<file path="src/rtl/regfile_writeback_arbiter_pkg.sv">
// Shared types and sizing helpers for the register-file writeback arbiter.
// The default widths here are the defaults of the top-level parameters.
package regfile_writeback_arbiter_pkg;

  localparam int DEF_DATA_WIDTH   = 32;
  localparam int DEF_NUM_REGS     = 16;
  localparam int DEF_SEL_WIDTH    = 4;
  localparam int DEF_B_FIFO_DEPTH = 2;

  typedef struct packed {
    logic [DEF_SEL_WIDTH-1:0]  sel;
    logic [DEF_DATA_WIDTH-1:0] data;
  } wb_req_t;

  // Occupancy counter must represent 0..depth inclusive.
  function automatic int count_width(input int depth);
    return (depth < 1) ? 1 : $clog2(depth + 1);
  endfunction

endpackage

</file>
<file path="src/rtl/regfile_wb_fifo.sv">
// Small synchronous FIFO buffering long-latency writeback requests.
// The head is only visible once an entry is stored; nothing falls through.
module regfile_wb_fifo
  import regfile_writeback_arbiter_pkg::*;
#(
  parameter int WIDTH     = DEF_SEL_WIDTH + DEF_DATA_WIDTH,
  parameter int DEPTH     = DEF_B_FIFO_DEPTH,
  parameter int CNT_WIDTH = count_width(DEF_B_FIFO_DEPTH)
) (
  input  logic                 clk,
  input  logic                 rst_n,
  input  logic                 push,
  input  logic [WIDTH-1:0]     push_data,
  input  logic                 pop,
  output logic [WIDTH-1:0]     head_data,
  output logic [CNT_WIDTH-1:0] count
);

  localparam int PTR_WIDTH = (DEPTH > 1) ? $clog2(DEPTH) : 1;

  logic [WIDTH-1:0]     mem [DEPTH];
  logic [PTR_WIDTH-1:0] wr_ptr_reg;
  logic [PTR_WIDTH-1:0] rd_ptr_reg;
  logic [CNT_WIDTH-1:0] count_reg;
  logic                 push_ok;
  logic                 pop_ok;

  assign push_ok   = push && (count_reg < CNT_WIDTH'(DEPTH));
  assign pop_ok    = pop && (count_reg != '0);
  assign head_data = mem[rd_ptr_reg];
  assign count     = count_reg;

  function automatic logic [PTR_WIDTH-1:0] ptr_inc(input logic [PTR_WIDTH-1:0] p);
    return (p == PTR_WIDTH'(DEPTH - 1)) ? '0 : p + PTR_WIDTH'(1);
  endfunction

  always_ff @(posedge clk) begin
    if (push_ok) begin
      mem[wr_ptr_reg] <= push_data;
    end
  end

  always_ff @(posedge clk or negedge rst_n) begin
    if (!rst_n) begin
      wr_ptr_reg <= '0;
      rd_ptr_reg <= '0;
      count_reg  <= '0;
    end else begin
      if (push_ok) wr_ptr_reg <= ptr_inc(wr_ptr_reg);
      if (pop_ok)  rd_ptr_reg <= ptr_inc(rd_ptr_reg);
      if (push_ok && !pop_ok)      count_reg <= count_reg + CNT_WIDTH'(1);
      else if (pop_ok && !push_ok) count_reg <= count_reg - CNT_WIDTH'(1);
    end
  end

endmodule

</file>
<file path="src/rtl/regfile_writeback_arbiter.sv">
// Merges single-cycle (A) and buffered long-latency (B) writebacks onto the
// register-file write port, with a pending scoreboard driving operand stalls.
module regfile_writeback_arbiter
  import regfile_writeback_arbiter_pkg::*;
#(
  parameter  int DATA_WIDTH   = DEF_DATA_WIDTH,
  parameter  int NUM_REGS     = DEF_NUM_REGS,
  parameter  int SEL_WIDTH    = DEF_SEL_WIDTH,
  parameter  int B_FIFO_DEPTH = DEF_B_FIFO_DEPTH,
  localparam int CNT_WIDTH    = count_width(B_FIFO_DEPTH)
) (
  input  logic                  clk,
  input  logic                  rst_n,
  input  logic                  in_a_valid,
  input  logic [SEL_WIDTH-1:0]  in_a_sel,
  input  logic [DATA_WIDTH-1:0] in_a_data,
  input  logic                  in_b_valid,
  output logic                  out_b_ready,
  input  logic [SEL_WIDTH-1:0]  in_b_sel,
  input  logic [DATA_WIDTH-1:0] in_b_data,
  input  logic                  in_mark_en,
  input  logic [SEL_WIDTH-1:0]  in_mark_sel,
  input  logic [SEL_WIDTH-1:0]  in_read_sel_ra,
  input  logic [SEL_WIDTH-1:0]  in_read_sel_rb,
  input  logic [SEL_WIDTH-1:0]  in_read_sel_rc,
  output logic                  out_stall,
  output logic                  out_write_en,
  output logic [SEL_WIDTH-1:0]  out_write_sel,
  output logic [DATA_WIDTH-1:0] out_write_data,
  output logic [NUM_REGS-1:0]   out_pending,
  output logic [CNT_WIDTH-1:0]  out_b_count,
  output logic                  out_err
);

  typedef struct packed {
    logic [SEL_WIDTH-1:0]  sel;
    logic [DATA_WIDTH-1:0] data;
  } req_t;

  req_t                  b_push_req;
  req_t                  b_head;
  logic [CNT_WIDTH-1:0]  b_count;
  logic                  a_active;
  logic                  mark_active;
  logic                  b_push;
  logic                  b_pop;
  logic [NUM_REGS-1:0]   set_vec;
  logic [NUM_REGS-1:0]   clr_vec;
  logic [NUM_REGS-1:0]   pending_reg;
  logic [NUM_REGS-1:0]   pending_next;
  logic                  err_reg;
  logic                  err_next;
  logic                  write_en_reg;
  logic                  write_en_next;
  logic [SEL_WIDTH-1:0]  write_sel_reg;
  logic [SEL_WIDTH-1:0]  write_sel_next;
  logic [DATA_WIDTH-1:0] write_data_reg;
  logic [DATA_WIDTH-1:0] write_data_next;

  assign a_active    = in_a_valid && (in_a_sel != '0);
  assign mark_active = in_mark_en && (in_mark_sel != '0);
  // Ready depends only on stored occupancy, so a full FIFO being popped stays not-ready.
  assign out_b_ready = (b_count < CNT_WIDTH'(B_FIFO_DEPTH));
  assign b_push      = in_b_valid && out_b_ready;
  assign b_pop       = !a_active && (b_count != '0);
  assign b_push_req  = '{sel: in_b_sel, data: in_b_data};

  regfile_wb_fifo #(
    .WIDTH     ($bits(req_t)),
    .DEPTH     (B_FIFO_DEPTH),
    .CNT_WIDTH (CNT_WIDTH)
  ) u_b_fifo (
    .clk       (clk),
    .rst_n     (rst_n),
    .push      (b_push),
    .push_data (b_push_req),
    .pop       (b_pop),
    .head_data (b_head),
    .count     (b_count)
  );

  for (genvar gi = 0; gi < NUM_REGS; gi++) begin : g_sb
    assign set_vec[gi] = mark_active && (in_mark_sel == SEL_WIDTH'(gi));
    assign clr_vec[gi] = b_pop && (b_head.sel == SEL_WIDTH'(gi));
  end

  always_comb begin
    pending_next    = (pending_reg & ~clr_vec) | set_vec;
    pending_next[0] = 1'b0;
    err_next = err_reg
             || (mark_active && pending_reg[in_mark_sel] && !clr_vec[in_mark_sel])
             || (a_active && pending_reg[in_a_sel]);
  end

  always_comb begin
    write_en_next   = 1'b0;
    write_sel_next  = write_sel_reg;
    write_data_next = write_data_reg;
    if (a_active) begin
      write_en_next   = 1'b1;
      write_sel_next  = in_a_sel;
      write_data_next = in_a_data;
    end else if (b_pop && (b_head.sel != '0)) begin
      write_en_next   = 1'b1;
      write_sel_next  = b_head.sel;
      write_data_next = b_head.data;
    end
  end

  always_ff @(posedge clk or negedge rst_n) begin
    if (!rst_n) begin
      pending_reg    <= '0;
      err_reg        <= 1'b0;
      write_en_reg   <= 1'b0;
      write_sel_reg  <= '0;
      write_data_reg <= '0;
    end else begin
      pending_reg    <= pending_next;
      err_reg        <= err_next;
      write_en_reg   <= write_en_next;
      write_sel_reg  <= write_sel_next;
      write_data_reg <= write_data_next;
    end
  end

  // Register-file write-through covers the write cycle, so the stall can drop then.
  assign out_stall = pending_reg[in_read_sel_ra] | pending_reg[in_read_sel_rb]
                   | pending_reg[in_read_sel_rc];

  assign out_write_en   = write_en_reg;
  assign out_write_sel  = write_sel_reg;
  assign out_write_data = write_data_reg;
  assign out_pending    = pending_reg;
  assign out_b_count    = b_count;
  assign out_err        = err_reg;

endmodule

</file>
<file path="config.mk">
export PLATFORM = sky130hd
export DESIGN_NAME = regfile_writeback_arbiter
export DESIGN_NICKNAME = d
export VERILOG_FILES = /design/src/rtl/regfile_writeback_arbiter_pkg.sv /design/src/rtl/regfile_wb_fifo.sv /design/src/rtl/regfile_writeback_arbiter.sv
export SDC_FILE = /design/constraint.sdc
export NUM_CORES = 1
export LEC_CHECK = 0
export BUFFER_PORTS_ARGS = -buffer_cell sky130_fd_sc_hd__clkbuf_2
export CAP_MARGIN = 20
export CORE_ASPECT_RATIO = 1.2
export CORE_MARGIN = 2
export CORE_UTILIZATION = 55
export CTS_BUF_LIST = sky130_fd_sc_hd__clkbuf_4 sky130_fd_sc_hd__clkbuf_8
export CTS_CLUSTER_SIZE = 28
export DETAILED_ROUTE_END_ITERATION = 8
export PLACE_DENSITY = 0.86
export SLEW_MARGIN = 10
export SYNTH_ARGS = -nofsm -noshare
export SYNTH_HDL_FRONTEND = slang
export SYNTH_SLANG_ARGS = --single-unit
</file>
<file path="constraint.sdc">
create_clock -name clk -period 3.4 [get_ports clk]
set_clock_uncertainty 0.1 [all_clocks]
set_input_delay 0.68 -clock clk [delete_from_list [all_inputs] [get_ports clk]]
set_output_delay 0.68 -clock clk [all_outputs]
set_load 0.02 [all_outputs]
</file>
==> results.md, run 1 <==
- The sort of element at the end of the critical path is an output port.
- The die is around 99 µm wide.
- Setup violations remaining at the end of the flow were counted as 0.
- After synthesis the netlist holds a flip-flop and latch count of between 100 and 150.
- The vertical extent of the die is about 120 µm.
- The pin count of the biggest net entering global routing is between 50 and 60.
- In this run the remaining antenna-violating nets after routing total 0.
- The leakage component of the power is 2.995 nW.
- The total inserted antenna cells is 0.
- The initialized floorplan defines 41 standard-cell rows.
- The Yosys warning count is 0.
- The TritonCTS clock tree is yes.
- The final number of hold-violating endpoints is 0.
- The via total after detailed routing is roughly 4400.
- Traced cell by cell, the critical path runs through mux4_2, mux2_2, a21oi_1, o2111ai_1, clkbuf_2.
- No sink is reached through more buffers than the 2 on the longest clock path.
- The reported net switching power is ~2.3 mW.
- The final routed wirelength across all metal layers is about 13 mm.
- In this design, the stage delay of the slowest critical-path cell is ~0.49 ns.
- The share of total power dissipated in the clock network is 0.219.
- The average size of a mapped cell is roughly 12 µm².
- In this run, distinct cell masters in the synthesized netlist total 42.
- The final layout contains between 700 and 800 nets.
- In this run the critical register-to-register path is launched from u_b_fifo.rd_ptr_reg.
- The number of buffers added by the clock tree synthesis step is 17.
- The detailed-route DRC error count is 0.
- The mapped netlist covers between 5000 and 6000 µm².
- Counting flops with an async set or reset pin after synthesis yields a share of 0.4419.
- The number of global-route vias before repair was approximately 4500.
- Of the total power, registers draw 0.428.
- Of the available clock period, the critical path in the final layout requires 0.8520.
- The termination of the worst setup path is out_stall.
- The post-synthesis to final-layout area growth is 21.00%.
- In this run the number of H-tree levels came out at 4.
- The class of the most critical setup path is flop to output port.
- Of the total power, the share spent switching nets is 0.3798.
- During I/O placement, the number of pins put on the boundary was roughly 150.
- Final hold analysis gives a worst-case slack of between 0.1 and 0.15 ns.
- For the final routed database, the setup TNS stands at 0 ns.
- In this run the worst setup path begins at out_pending[13].
- The core area is 10470 µm².
- The type of the worst min-delay path is primary input to asynchronous set/reset pin.
- The number of flops mapped to enable cells by yosys is slightly above 70.
- The flip-flop count of the largest register, all copies and words added is between 70 and 80.
- The initial antenna violation count was 0.
- Of all nets on the critical path, the largest fanout is 7.
- u_b_fifo.mem holds more flip-flops than any other register.
- Of the post-synthesis cell area, the dominant cell type holds 0.3661.
- The data arrival time of the worst path is roughly 2.1 ns.
- The count of mapped cells out of synthesis is 478.
- The relative slew slack is 0.4253.
- The congestion estimate from routability-driven global placement came to 0.9334.
- The routed design could run at a clock period as short as 2.897 ns.
- The clock-pin slew reported for the worst setup and hold paths after clock tree synthesis is roughly 0.070 ns.
- The number of hold buffers added after cts is 0.
- The flow ran to the end, and the final reports show no timing, DRC or antenna violations.
- For the worst-skew pair, the clock arrives at the later sink with an insertion delay of 0.43 ns.
- The die area is 11590 µm².
- The post-DP HPWL is around 9.6 mm.
- The number of logic stages on the critical path including buffering is 5.
- Sorting the synthesized cells by area gives the leading types as sky130_fd_sc_hd__edfxtp_1 (37%), sky130_fd_sc_hd__dfrtp_1 (24%), sky130_fd_sc_hd__o21ai_0 (8.1%).
- The setup check on the worst reg-to-reg path leaves a slack of between 1 and 1.5 ns.
- Of the cells placed in the final design, the portion with a size suffix greater than 1 is 0.3375.
- Counting the fill cells in the layout gives roughly 750.
- The number of gates given a new drive strength after cts is 0.
- The max-slew violation count came to 0.
- The combinational group share of total power is 0.353.
- The largest individual stage delay along the critical path comes from the cell sky130_fd_sc_hd__mux4_2.
- The number of cells on the worst reg-to-reg path is 5.
- The gate family responsible for the most delay along the worst path is multiplexers.
- The number of optimization iterations in the first detailed-route pass is 5.
- The total global routing track utilization is 0.2422.
- Across the VDD grid, the largest voltage drop is roughly 520 µV.
- The tool flagged a number of max-cap violations equal to 0.
- The total global routing overflow is 0.
- STA puts the critical path data required time at between 2 and 3 ns.
- The number of buffer cells added on primary ports is approximately 150.
- The kind of start point of the critical path is a flop.
- The total nets after synthesis is approximately 570.
- The violation count after the first detailed-routing iteration is roughly 270.
- At the pin with the least slew margin, the transition time is around 0.86 ns.
- Dividing the detail-routed via count by the number of cells gives roughly 5.7.
- The ratio of total power to cell area is between 800 and 900 nW/µm².
- Dividing the detail-routed wire length by the instance count gives ~17 µm.
- The root buffer cell is sky130_fd_sc_hd__clkbuf_8.
- The buffers inserted during post-CTS setup optimization is 0.
- The critical path buffer and inverter count is 1.
- The initial utilization of the core area, before any placement, comes to 0.5643.
- The post-synthesis cell type with the largest combined area is sky130_fd_sc_hd__edfxtp_1.
- Internal power comes to 3.794 mW.
- Setup repair after global routing left no endpoint under its margin.
- Of the synthesized area, sequential elements account for 0.6076.
- The global-route wire length before repair is 22.08 mm.
- In this run the critical register-to-register path is captured at out_write_data[9].
- The number of clock sinks is 129.
- The most common flop cell mapped by yosys is sky130_fd_sc_hd__edfxtp_1.
- Timing would allow up to ~350 MHz.
-- per-stage QoR --
step | setup WS [ns] | power, mW | area, µm² | instances | util
floorplan | 0.2894 | 4.032 | 5906 | 478 | -
global placement | 0.6106 | 4.698 | 6729 | 734 | 0.6430
detailed placement | 0.5726 | 4.810 | 6729 | 734 | 0.6430
CTS | 0.4710 | 6.158 | 7146 | 766 | 0.6828
global route | 0.4309 | 6.463 | 7146 | 766 | 0.6828
finish | 0.5033 | 6.118 | 7146 | 766 | 0.6828
-- how the worst min path moves through the flow --
stage	cells after the start	slack (ns)	endpoint
global placement	2	0.36	out_write_data[22]
detailed placement	1	0.37	out_write_sel[3]
floorplan	0	0.28	out_err
global route	1	0.13	out_write_data[28]
finish	1	0.11	out_write_sel[0]
CTS	1	0.11	out_write_sel[0]
-- cells by family (layout without fill, tap and decap cells) --
group	count (synthesis)	count (layout)	share of synthesized area
xor+xnor	9	9	0.01335
fa+ha+maj	1	1	0.002118
buf+inv	40	199	0.03411
flops	129	129	0.6076
mux	62	62	0.1419
other cells	1	1	0.0006350
simple gates	111	111	0.07945
compound gates	125	125	0.1208
-- cell type report --
| type | count | area, µm² | share of cell area |
|---|---|---|---|
| multi-input cells | 309 | 2126 | 0.2975 |
| repair buffers | 156 | 810.8 | 0.1135 |
| well taps | 129 | 161.4 | 0.02259 |
| clock inverters | 13 | 161.4 | 0.02259 |
| inverters | 11 | 41.29 | 0.005778 |
| clock buffers | 19 | 255.2 | 0.03572 |
| flip-flops and latches | 129 | 3590 | 0.5024 |
-- placed cells by master (no fill, tap or decap), drive strengths merged, types with 3 or more instances in the layout --
cell type / synthesis / final
a21oi: 9 / 9
a221oi: 4 / 4
buf: 18 / 7
bufinv: 0 / 3
clkbuf: 11 / 168
clkinvlp: 0 / 7
dfrtp: 57 / 57
edfxtp: 72 / 72
inv: 11 / 12
mux2: 4 / 4
mux2i: 43 / 43
mux4: 15 / 15
nand2: 77 / 77
nand2b: 4 / 4
nand3: 8 / 8
nand3b: 3 / 3
nor2: 10 / 10
nor2b: 4 / 4
o21ai: 96 / 96
xnor2: 7 / 7
-- cells in the mapped netlist (2+ instances only) --
cell and instances:
sky130_fd_sc_hd__inv_1 11, sky130_fd_sc_hd__dfrtp_1 57, sky130_fd_sc_hd__mux2i_1 41, sky130_fd_sc_hd__and2_1 2, sky130_fd_sc_hd__buf_4 3, sky130_fd_sc_hd__a221oi_1 4, sky130_fd_sc_hd__a211oi_1 2, sky130_fd_sc_hd__buf_2 12
sky130_fd_sc_hd__o21ai_0 96, sky130_fd_sc_hd__clkbuf_1 9, sky130_fd_sc_hd__edfxtp_1 72, sky130_fd_sc_hd__xor2_1 2, sky130_fd_sc_hd__o211ai_1 2, sky130_fd_sc_hd__mux2_2 4, sky130_fd_sc_hd__mux4_2 15, sky130_fd_sc_hd__nor3_1 2
sky130_fd_sc_hd__nor2b_1 4, sky130_fd_sc_hd__nand2b_1 4, sky130_fd_sc_hd__clkbuf_2 2, sky130_fd_sc_hd__nand2_1 77, sky130_fd_sc_hd__buf_6 3, sky130_fd_sc_hd__nand3_1 8, sky130_fd_sc_hd__xnor2_1 7, sky130_fd_sc_hd__nand3b_1 3
sky130_fd_sc_hd__a21oi_1 9, sky130_fd_sc_hd__nor2_1 10, sky130_fd_sc_hd__mux2i_4 2
-- power by group through the flow --
stage / logic [mW] / registers (mW) / clock network, mW
after floorplan: 1.17 / 2.87 / 0
after global placement: 2.10 / 2.60 / 0
after detailed placement: 2.17 / 2.64 / 0
after CTS: 2.18 / 2.61 / 1.37
after global routing: 2.35 / 2.68 / 1.44
final: 2.16 / 2.62 / 1.34
-- metal layers --
layer | share of wire | GRT usage
met5 | 0 | 0
met4 | 0.014 | 0.09846
met3 | 0.064 | 0.06473
met2 | 0.53 | 0.4116
met1 | 0.39 | 0.2926
Note: power is estimated with default switching activity, not from simulation.
==> run 2: changes to the inputs <==
Settings changed: CORE_UTILIZATION 55 to 59, CTS_BUF_LIST sky130_fd_sc_hd__clkbuf_4 sky130_fd_sc_hd__clkbuf_8 to sky130_fd_sc_hd__clkbuf_4, PLACE_DENSITY 0.86 to 0.92.
Clock period 3.4 ns to 3.6 ns, I/O delays scaled along.
==> results.md, run 2 (synthesis gave the netlist of run 1 again) <==
- The vertical extent of the die is 113.6 µm (-3.3%).
- The final weighted congestion of routability-driven global placement came to 0.9024 (-3.3%).
- The final number of hold-violating endpoints is 0 (unchanged).
- The violation count after the first detailed-routing iteration is 305 (+15%).
- The slew at the pin closest to its max-slew limit was 0.8618 ns (-0.0002676 ns).
- The tree is rooted in a sky130_fd_sc_hd__clkbuf_4.
- The number of optimization iterations in the first detailed-route pass is 5 (unchanged).
- The final number of setup-violating endpoints is 0 (unchanged).
- The relative slew slack is 0.4255 (about the same).
- The sort of element at the end of the critical path is an output port.
- The flip-flop count of the largest register, all copies and words added came to 72 (unchanged).
- The portion of total power attributed to the clock network is 0.204 (-0.015).
- The die area was 10830 µm² (-6.5%).
- The number of violations of the max-capacitance limit came to 0 (unchanged).
- The library cell used most frequently in the layout, excluding fill and tap cells, is sky130_fd_sc_hd__clkbuf_2.
- The total global routing overflow came to 0 (unchanged).
- The floorplan die width is 95.33 µm (-3.3%).
- The number of clock sinks is 129 (unchanged).
- The number of gates given a new drive strength after cts is 0 (unchanged).
- The final core area utilization is 0.7174 (+0.03458).
- The total inserted antenna cells is 0 (unchanged).
- The post-DP HPWL came to 9.766 mm (+2.2%).
- The kind of start point of the critical path is a flop.
- Setup repair after global routing left no endpoint under its margin.
- The min-delay analysis places its worst path in the category primary input to asynchronous set/reset pin.
- The pin count of the biggest net entering global routing is 39 (-28%).
- The setup TNS after final layout is 0 ns (unchanged).
- The number of core rows is 40 (-2.4%).
- The max-slew violation count came to 0 (unchanged).
- The run finished with clean final reports.
- The top metal layer carrying routed signals is met4.
- The wire length the detailed router placed on met1 is 5.014 mm (-3.6%).
- The maximum net fanout on the critical path is 7 (unchanged).
- The number of buffers added by the clock tree synthesis step came to 17 (unchanged).
- The register bank with the most flops is u_b_fifo.mem.
- The initial antenna violation count is 0 (unchanged).
- The detailed-route DRC error count is 0 (unchanged).
- The leakage component of the power is 2.983 nW (-0.40%).
- Leaving out fill and tap cells, the most frequent cells in the layout are sky130_fd_sc_hd__clkbuf_2 (149), sky130_fd_sc_hd__o21ai_0 (96), sky130_fd_sc_hd__nand2_1 (77).
- The source-to-sink clock delay at the later pin of the worst-skew pair was 0.53 ns (+0.10 ns).
- The initial core utilization is 0.5990 (+0.03466).
- The footprint of the multi-input gates is 2126 µm² (unchanged).
- The reported net switching power is 2.208 mW (-5.0%).
- Dividing the final minimum period by the clock period gives 0.8480.
- TritonCTS built the clock tree.
- The average detailed-routed wire length per instance is 18.32 µm (+5.4%).
- The met2 wirelength from detailed routing is 7.382 mm (+4.4%).
- The via total after detailed routing came to 4526 (+3.5%).
- The total length of routed met3 wires was 1.162 mm (+36%).
- The ratio of total power to cell area is 806.7 nW/µm² (-5.8%).
- The routed design could run at a clock period as short as about 3 ns.
- The global-route wire length before repair is 21.53 mm (-2.5%).
- The number of antenna-violating nets in the routed design is 0 (unchanged).
- The total I/O pin count came to 151 (unchanged).
- The maximum number of buffers from clock root to sink is 2 (unchanged).
- The combinational group share of total power is 0.357 (+0.004).
- The core area was 9859 µm² (-5.8%).
- The peak ir drop on the vdd network was 592.3 µV (+14%).
- The number of filler cells placed in the layout is 649 (-13%).
- The number of global-route vias before repair is 4537 (+0.98%).
- The buffers inserted during post-CTS setup optimization was 0 (unchanged).
- Derived from the worst setup path, the maximum achievable clock frequency is 327.6 MHz.
- The class of the most critical setup path is flop to output port.
- The final routed wirelength across all metal layers is 13.98 mm (+5.0%).
- The share of total power in sequential cells came to 0.438 (+0.010).
- The final-stage net count is 718 (unchanged).
- The fraction of layout cells with a size suffix above 1 is 0.3344 (-0.003140).
- The total internal power was 3.498 mW (-7.8%).
- The required arrival time at the worst endpoint is 2.78 ns (+0.16 ns).
- The number of hold buffers added after cts is 0 (unchanged).
- The deepest level of the CTS H-tree is 4 (unchanged).
- The number of buffer cells added on primary ports is 149 (unchanged).
- The switching share of total power is 0.3869 (+0.007083).
- The clock-pin slew reported for the worst setup and hold paths after clock tree synthesis came to 0.11 ns (+0.04 ns).
- The data arrival time of the worst path is 2.23 ns (+0.11 ns).
- The total area of sequential cells is 3590 µm² (unchanged).
- The average via count per standard cell is 5.932 (+3.9%).
- The total global routing track utilization was 0.2672 (+0.02501).
- Compared with the post-synthesis result, the final layout area differs by 19.77%.
[run 2: worst max-delay path, stage by stage (launching register included)]
cell,delay [ns]
sky130_fd_sc_hd__dfrtp_1,0.50
sky130_fd_sc_hd__mux4_2,0.49
sky130_fd_sc_hd__mux2_2,0.28
sky130_fd_sc_hd__a21oi_1,0.15
sky130_fd_sc_hd__o2111ai_1,0.12
sky130_fd_sc_hd__clkbuf_2,0.17
[run 2: worst paths after layout]
path / startpoint / endpoint / slack (ns) / depth (start not counted)
setup reg to reg: u_b_fifo.rd_ptr_reg / out_write_data[13] / 0.93 / 6
min in group clk: in_b_data[28] / u_b_fifo.mem[0][28] / 0.26 / 1
hold reg to reg: out_write_data[7] / out_write_data[7] / 0.40 / 2
hold / removal: rst_n / out_write_sel[3] / 0.12 / 1
setup / recovery: out_pending[14] / out_stall / 0.55 / 5
max in group asynchronous: rst_n / out_write_data[0] / 2.58 / 2
[run 2: power by group through the flow]
stage               Sequential, mW  Clock, mW  Combinational (mW)
floorplan                     2.71          0                1.10
global placement              2.48          0                1.95
detailed placement            2.52          0                2.03
CTS                           2.49       1.18                2.05
global route                  2.55       1.24                2.21
finish                        2.50       1.17                2.04
[run 2: per-layer routing]
layer | global-route usage | vias up
li1 | - | 2045
met4 | 0.1275 | 0
met1 | 0.3067 | 2190
met2 | 0.4587 | 256
met5 | 0 | -
met3 | 0.07332 | 35
[run 2: cell type report]
| type | count | share of cell area |
|---|---|---|
| tap | 126 | 0.02229 |
| timing repair buffer | 156 | 0.1146 |
| sequential | 129 | 0.5075 |
| multi-input combinational | 309 | 0.3005 |
| clock inverter | 14 | 0.03007 |
| inverter | 11 | 0.005838 |
| clock buffer | 18 | 0.01910 |
[run 2: per-stage QoR]
stage / worst slack [ns] / area [µm²] / power (mW) / hold slack (ns) / cells
after floorplan: 0.4494 / 5906 / 3.808 / 0.3244 / 478
after global placement: 0.7212 / 6725 / 4.427 / 0.3626 / 731
after detailed placement: 0.6974 / 6725 / 4.552 / 0.3710 / 731
after CTS: 0.5110 / 7073 / 5.722 / 0.09963 / 763
after global routing: 0.4529 / 7073 / 5.998 / 0.1219 / 763
final: 0.5472 / 7073 / 5.706 / 0.1193 / 763
